===== src/rtl/retire_stats_monitor.sv =====
// Retirement statistics collector with run-control FSM and no-progress watchdog.
// Counts retired instructions per class across NRET lanes, saturating at CNT_W.
// Optional RUN-cycle counter enabled by defining RETIRE_STATS_CYCLE_CNT_EN;
// when undefined, cycles_o is tied to zero.
// CNT_W must be at least 3 so a full-lane increment fits the counter width.
module retire_stats_monitor #(
  parameter int NRET           = 1,
  parameter int CNT_W          = 32,
  parameter int TIMEOUT_CYCLES = 10000,
  parameter int MAX_INSTR      = 0
) (
  input  logic                clk,
  input  logic                rst_n,
  input  logic                start_i,
  input  logic                stop_i,
  input  logic                clr_i,
  input  logic [NRET-1:0]     ret_valid_i,
  input  logic [3*NRET-1:0]   ret_class_i,
  input  logic [NRET-1:0]     ret_exc_i,
  output logic [CNT_W-1:0]    num_instr_o,
  output logic [CNT_W-1:0]    num_branch_o,
  output logic [CNT_W-1:0]    num_load_o,
  output logic [CNT_W-1:0]    num_store_o,
  output logic [CNT_W-1:0]    num_jump_o,
  output logic [CNT_W-1:0]    num_exc_o,
  output logic [CNT_W-1:0]    cycles_o,
  output logic [1:0]          state_o,
  output logic                busy_o,
  output logic                done_o,
  output logic                timeout_o
);

  typedef enum logic [1:0] {
    S_IDLE    = 2'd0,
    S_RUN     = 2'd1,
    S_DONE    = 2'd2,
    S_TIMEOUT = 2'd3
  } state_t;

  localparam int          WD_W  = (TIMEOUT_CYCLES < 2) ? 1 : $clog2(TIMEOUT_CYCLES + 1);
  localparam logic [63:0] MAX_L = 64'(MAX_INSTR);

  state_t           state, state_nxt;
  logic [CNT_W-1:0] instr_q, branch_q, load_q, store_q, jump_q, exc_q;
  logic [CNT_W-1:0] instr_nxt;
  logic [WD_W-1:0]  wd_q, wd_nxt;
  logic [2:0]       inc_instr, inc_branch, inc_load, inc_store, inc_jump, inc_exc;
  logic             any_valid;

  function automatic logic [CNT_W-1:0] sat_add(input logic [CNT_W-1:0] a, input logic [2:0] b);
    logic [CNT_W:0] s;
    s = {1'b0, a} + (CNT_W + 1)'(b);
    return s[CNT_W] ? '1 : s[CNT_W-1:0];
  endfunction

  // Per-lane decode into popcount increments; exception lanes bypass class counters.
  always_comb begin
    inc_instr  = '0;
    inc_branch = '0;
    inc_load   = '0;
    inc_store  = '0;
    inc_jump   = '0;
    inc_exc    = '0;
    any_valid  = 1'b0;
    for (int unsigned k = 0; k < NRET; k++) begin
      if (ret_valid_i[k]) begin
        any_valid = 1'b1;
        if (ret_exc_i[k]) begin
          inc_exc = inc_exc + 3'd1;
        end else begin
          inc_instr = inc_instr + 3'd1;
          case (ret_class_i[3*k +: 3])
            3'd1:    inc_branch = inc_branch + 3'd1;
            3'd2:    inc_load   = inc_load + 3'd1;
            3'd3:    inc_store  = inc_store + 3'd1;
            3'd4:    inc_jump   = inc_jump + 3'd1;
            default: ;
          endcase
        end
      end
    end
    instr_nxt = sat_add(instr_q, inc_instr);
    wd_nxt    = any_valid ? '0 : wd_q + WD_W'(1);
  end

  // Run-control next state; stop beats instruction limit beats watchdog.
  always_comb begin
    state_nxt = state;
    case (state)
      S_IDLE:    if (start_i) state_nxt = S_RUN;
      S_RUN: begin
        if (stop_i)
          state_nxt = S_DONE;
        else if (MAX_INSTR != 0 && 64'(instr_nxt) >= MAX_L)
          state_nxt = S_DONE;
        else if (wd_nxt == WD_W'(TIMEOUT_CYCLES))
          state_nxt = S_TIMEOUT;
      end
      S_DONE,
      S_TIMEOUT: if (clr_i) state_nxt = S_IDLE;
      default:   state_nxt = S_IDLE;
    endcase
  end

  // State register.
  always_ff @(posedge clk or negedge rst_n) begin
    if (!rst_n) state <= S_IDLE;
    else        state <= state_nxt;
  end

  // Statistics and watchdog: cleared on start, updated only while running.
  always_ff @(posedge clk or negedge rst_n) begin
    if (!rst_n) begin
      instr_q  <= '0;
      branch_q <= '0;
      load_q   <= '0;
      store_q  <= '0;
      jump_q   <= '0;
      exc_q    <= '0;
      wd_q     <= '0;
    end else if (state == S_IDLE && start_i) begin
      instr_q  <= '0;
      branch_q <= '0;
      load_q   <= '0;
      store_q  <= '0;
      jump_q   <= '0;
      exc_q    <= '0;
      wd_q     <= '0;
    end else if (state == S_RUN) begin
      instr_q  <= instr_nxt;
      branch_q <= sat_add(branch_q, inc_branch);
      load_q   <= sat_add(load_q, inc_load);
      store_q  <= sat_add(store_q, inc_store);
      jump_q   <= sat_add(jump_q, inc_jump);
      exc_q    <= sat_add(exc_q, inc_exc);
      wd_q     <= wd_nxt;
    end
  end

`ifdef RETIRE_STATS_CYCLE_CNT_EN
  logic [CNT_W-1:0] cycles_q;

  // RUN cycle counter, including the exit cycle; frozen outside RUN.
  always_ff @(posedge clk or negedge rst_n) begin
    if (!rst_n)                        cycles_q <= '0;
    else if (state == S_IDLE && start_i) cycles_q <= '0;
    else if (state == S_RUN)           cycles_q <= sat_add(cycles_q, 3'd1);
  end

  assign cycles_o = cycles_q;
`else
  assign cycles_o = '0;
`endif

  assign num_instr_o  = instr_q;
  assign num_branch_o = branch_q;
  assign num_load_o   = load_q;
  assign num_store_o  = store_q;
  assign num_jump_o   = jump_q;
  assign num_exc_o    = exc_q;
  assign state_o      = state;
  assign busy_o       = (state == S_RUN);
  assign done_o       = (state == S_DONE);
  assign timeout_o    = (state == S_TIMEOUT);

endmodule


===== config.mk =====
export PLATFORM = sky130hd
export DESIGN_NAME = retire_stats_monitor
export DESIGN_NICKNAME = d
export VERILOG_FILES = /design/src/rtl/retire_stats_monitor.sv
export SDC_FILE = /design/constraint.sdc
export NUM_CORES = 1
export LEC_CHECK = 0
export ABC_CLOCK_PERIOD_IN_PS = 7280
export BUFFER_PORTS_ARGS = -buffer_cell sky130_fd_sc_hd__buf_4
export CAP_MARGIN = 20
export CORE_MARGIN = 4
export CORE_UTILIZATION = 45
export DETAILED_ROUTE_END_ITERATION = 10
export GPL_TIMING_DRIVEN = 0
export MAX_ROUTING_LAYER = met4
export PLACE_DENSITY = 0.72
export SYNTH_ARGS = -nofsm -noshare
export SYNTH_HDL_FRONTEND = slang
export SYNTH_SLANG_ARGS = --single-unit

===== constraint.sdc =====
create_clock -name clk -period 7.28 [get_ports clk]
set_input_delay 1.092 -clock clk [delete_from_list [all_inputs] [get_ports clk]]
set_output_delay 1.092 -clock clk [all_outputs]
set_load 0.02 [all_outputs]

==> flow_summary.toml <==
[outcome]
status = "complete, no violations"

[floorplanning]
initial_utilization_pct = 46.23
dieHeight_um = 175.1
ioPinCount = 239
die-area_um2 = 30660
rows = 60
die_x_um = 175.1
coreArea_um2 = 27180

[logic_synthesis]
ys_warn_count = 0
avgSynthCellArea_um2 = 8.454
synth_top_area_share_pct = 41.43
synth_area_leaders = "dfrtp_1, nand3_1, o21ai_0, nand2_1, nand4_1"
synth_cell_types = 75
ys_seq_area_share_pct = 41.43
synth_common_cells = "dfrtp_1, nand2_1, nand3_1"
syn-cell-area_um2 = 12560
synth_top_cell_by_area = "dfrtp_1"
synth_most_common_cell = "dfrtp_1"
synth-seq-cells = 208
ys.flop_type = "dfrtp_1"
synth_edf_count = 0
synthArstFlopShare_pct = 100.0
syn_inst = 1486

[sta]
fin_tns_setup_ps = 0
finalCriticalPeriod_ps = 4755
rsz0062_at_grt = "no"
drv_slew = 0
worstMarginPinSlew_ps = 1136
setup_viol = 0
max_freq_ghz = 0.2103
layout_setup_ws_ps = 2525
skew_ps = 16.06
min_period_over_period_pct = 65.32
slew_headroom_pct = 23.21
hold_viol_final = 0

[cts]
cts_buffers = 25
cts_root_buf = "clkbuf_16"
clk-insertion-delay-late_ps = 530
postCtsSetupBuffers = 0
htreeDepth = 1
cts_hold_buf = 0
clk_pin_slew_ps = 60
cts_tree = "done"
postCtsResizedCells = 0
clkSinkCount = 208
clockBufferDepth = 3

[drt]
wirelength_mm = 50.81
drc = 0
viasPerCell = 6.503
firstDrtPassIters = 6
num_vias = 13917
ant_nets = 0
drt_iter0_markers = 1921
wl_per_cell_um = 23.74

[power]
pwr_density_cell_nw_per_um2 = 260.7
ir_worst_vdd_mv = 0.2020
p_leak_nw = 7.132

[grt]
grt_pass1_wl_mm = 76.69
grt_pass1_vias = 12870
grt_usage_pct = 32.56
grt_overflow = 0
grt_max_degree = 116
antenna_found_initial = 0

[worst_setup_path]
endpoint_kind = "output port"
cp.required_ps = 6190
rr_startpoint = "state_o[1]$_DFFE_PN0P_"
arrival_ps = 3660
path_max_fanout = 10
cp-start-kind = "flip-flop"
critical_path_class = "flip-flop to output port"
startpoint = "state_o[1]$_DFFE_PN0P_"

[placement]
pre_cts_slack_ps = 2818
hpwlAfterDp_mm = 35.23
gp_congestion = 0.9652
place_inst = 2096
port_buffers = 206

[layout]
fillers = 2504
drive_gt1_share_pct = 17.76
n_antenna_cell = 0
syn_to_final_growth_pct = 23.78
final_cells = 2140
nNetsFinal = 1776

[hold_path]
hp-start = "num_branch_o[28]$_DFFE_PN0P_"
worstHoldPathType = "flip-flop to flip-flop"

[flow_run]
cap_viol_max_count = 0
[cells by family after synthesis]
logic type	after synthesis	share of synthesized area (%)
compound gates	425	21.97
xor+xnor	5	0.3486
fa+ha+maj	13	1.295
buf+inv	157	6.244
flops	208	41.43
mux	9	0.7171
other cells	1	0.02985
simple gates	668	27.97
[where the power goes]
part / switching [mW] / internal, mW / leakage [nW]
combinational: 1.22 / 0.314 / 3.83
sequential: 0.0571 / 1.19 / 2.90
clock: 0.506 / 0.767 / 0.402
[stage by stage]
step	power [mW]	hold WS (ps)	util, %	cell area [um^2]
2_1_floorplan	1.956	480.7	-	12680
5_1_grt	4.123	551.2	57.22	15550
3_5_place_dp	2.719	511.0	54.19	14730
4_1_cts	3.980	525.5	57.19	15540
6_report	4.054	525.3	57.22	15550
3_3_place_gp	2.703	505.3	54.06	14690
[sequential cells by signal, summed over array words and instances, names as in the netlist]
signal        count
wd_q             14
num_store_o      32
num_branch_o     32
num_jump_o       32
state_o           2
num_instr_o      32
num_exc_o        32
num_load_o       32
[cells in the final DEF (no fill, tap or decap), types with 7 or more instances in the layout]
cell type	count
nand3_1	139
o211ai_1	35
clkbuf_16	25
nor3_1	39
and3_1	29
ha_1	13
a21oi_1	77
inv_1	25
clkbuf_1	90
nor2_1	81
conb_1	32
a41oi_1	21
a211oi_1	9
or3_1	17
buf_6	7
and4_1	15
clkbuf_8	8
o21ai_0	130
mux2i_1	9
and2_1	15
nand4b_1	7
a22oi_1	11
a31oi_1	41
buf_4	238
or4_1	20
nor4_1	24
nand2b_1	11
nand2_1	168
o211a_1	13
o311ai_0	39
nand4_1	65
dfrtp_1	208
o21a_1	8
[critical path, stage by stage (launching register included)]
cell and delay [ps]:
dfrtp_1 530, nand2b_1 220, clkbuf_8 180, inv_1 280, clkbuf_1 680, clkbuf_1 740, buf_6 320, buf_4 180
[metal layers]
layer,part of all wire [%],track usage [%]
met1,40,44.11
met2,43,47.89
met3,12,6.685
met4,4.6,13.32
met5,0,-
[final timing paths]
| check | endpoint | slack (ps) | depth (start not counted) |
|---|---|---|---|
| min reg2reg | num_branch_o[28]$_DFFE_PN0P_ | 530 | 2 |
| max | busy_o | 2530 | 7 |
| max in group asynchronous | num_branch_o[21]$_DFFE_PN0P_ | 5660 | 2 |
| min in group asynchronous | num_store_o[28]$_DFFE_PN0P_ | 570 | 1 |
| min | num_branch_o[28]$_DFFE_PN0P_ | 530 | 2 |
| max reg2reg | num_jump_o[24]$_DFFE_PN0P_ | 3320 | 8 |
[area by class of cell]
class	count	area [um^2]	area share, %
Multi-Input combinational cell	1152	6690	43.02
Timing Repair Buffer	209	1592	10.23
Buffer	132	690.7	4.441
Clock buffer	38	744.5	4.787
Tap cell	372	465.4	2.993
Sequential cell	208	5205	33.47
Clock inverter	4	70.07	0.4506
Inverter	25	93.84	0.6034
No activity file was read; power rests on OpenSTA's default activity.
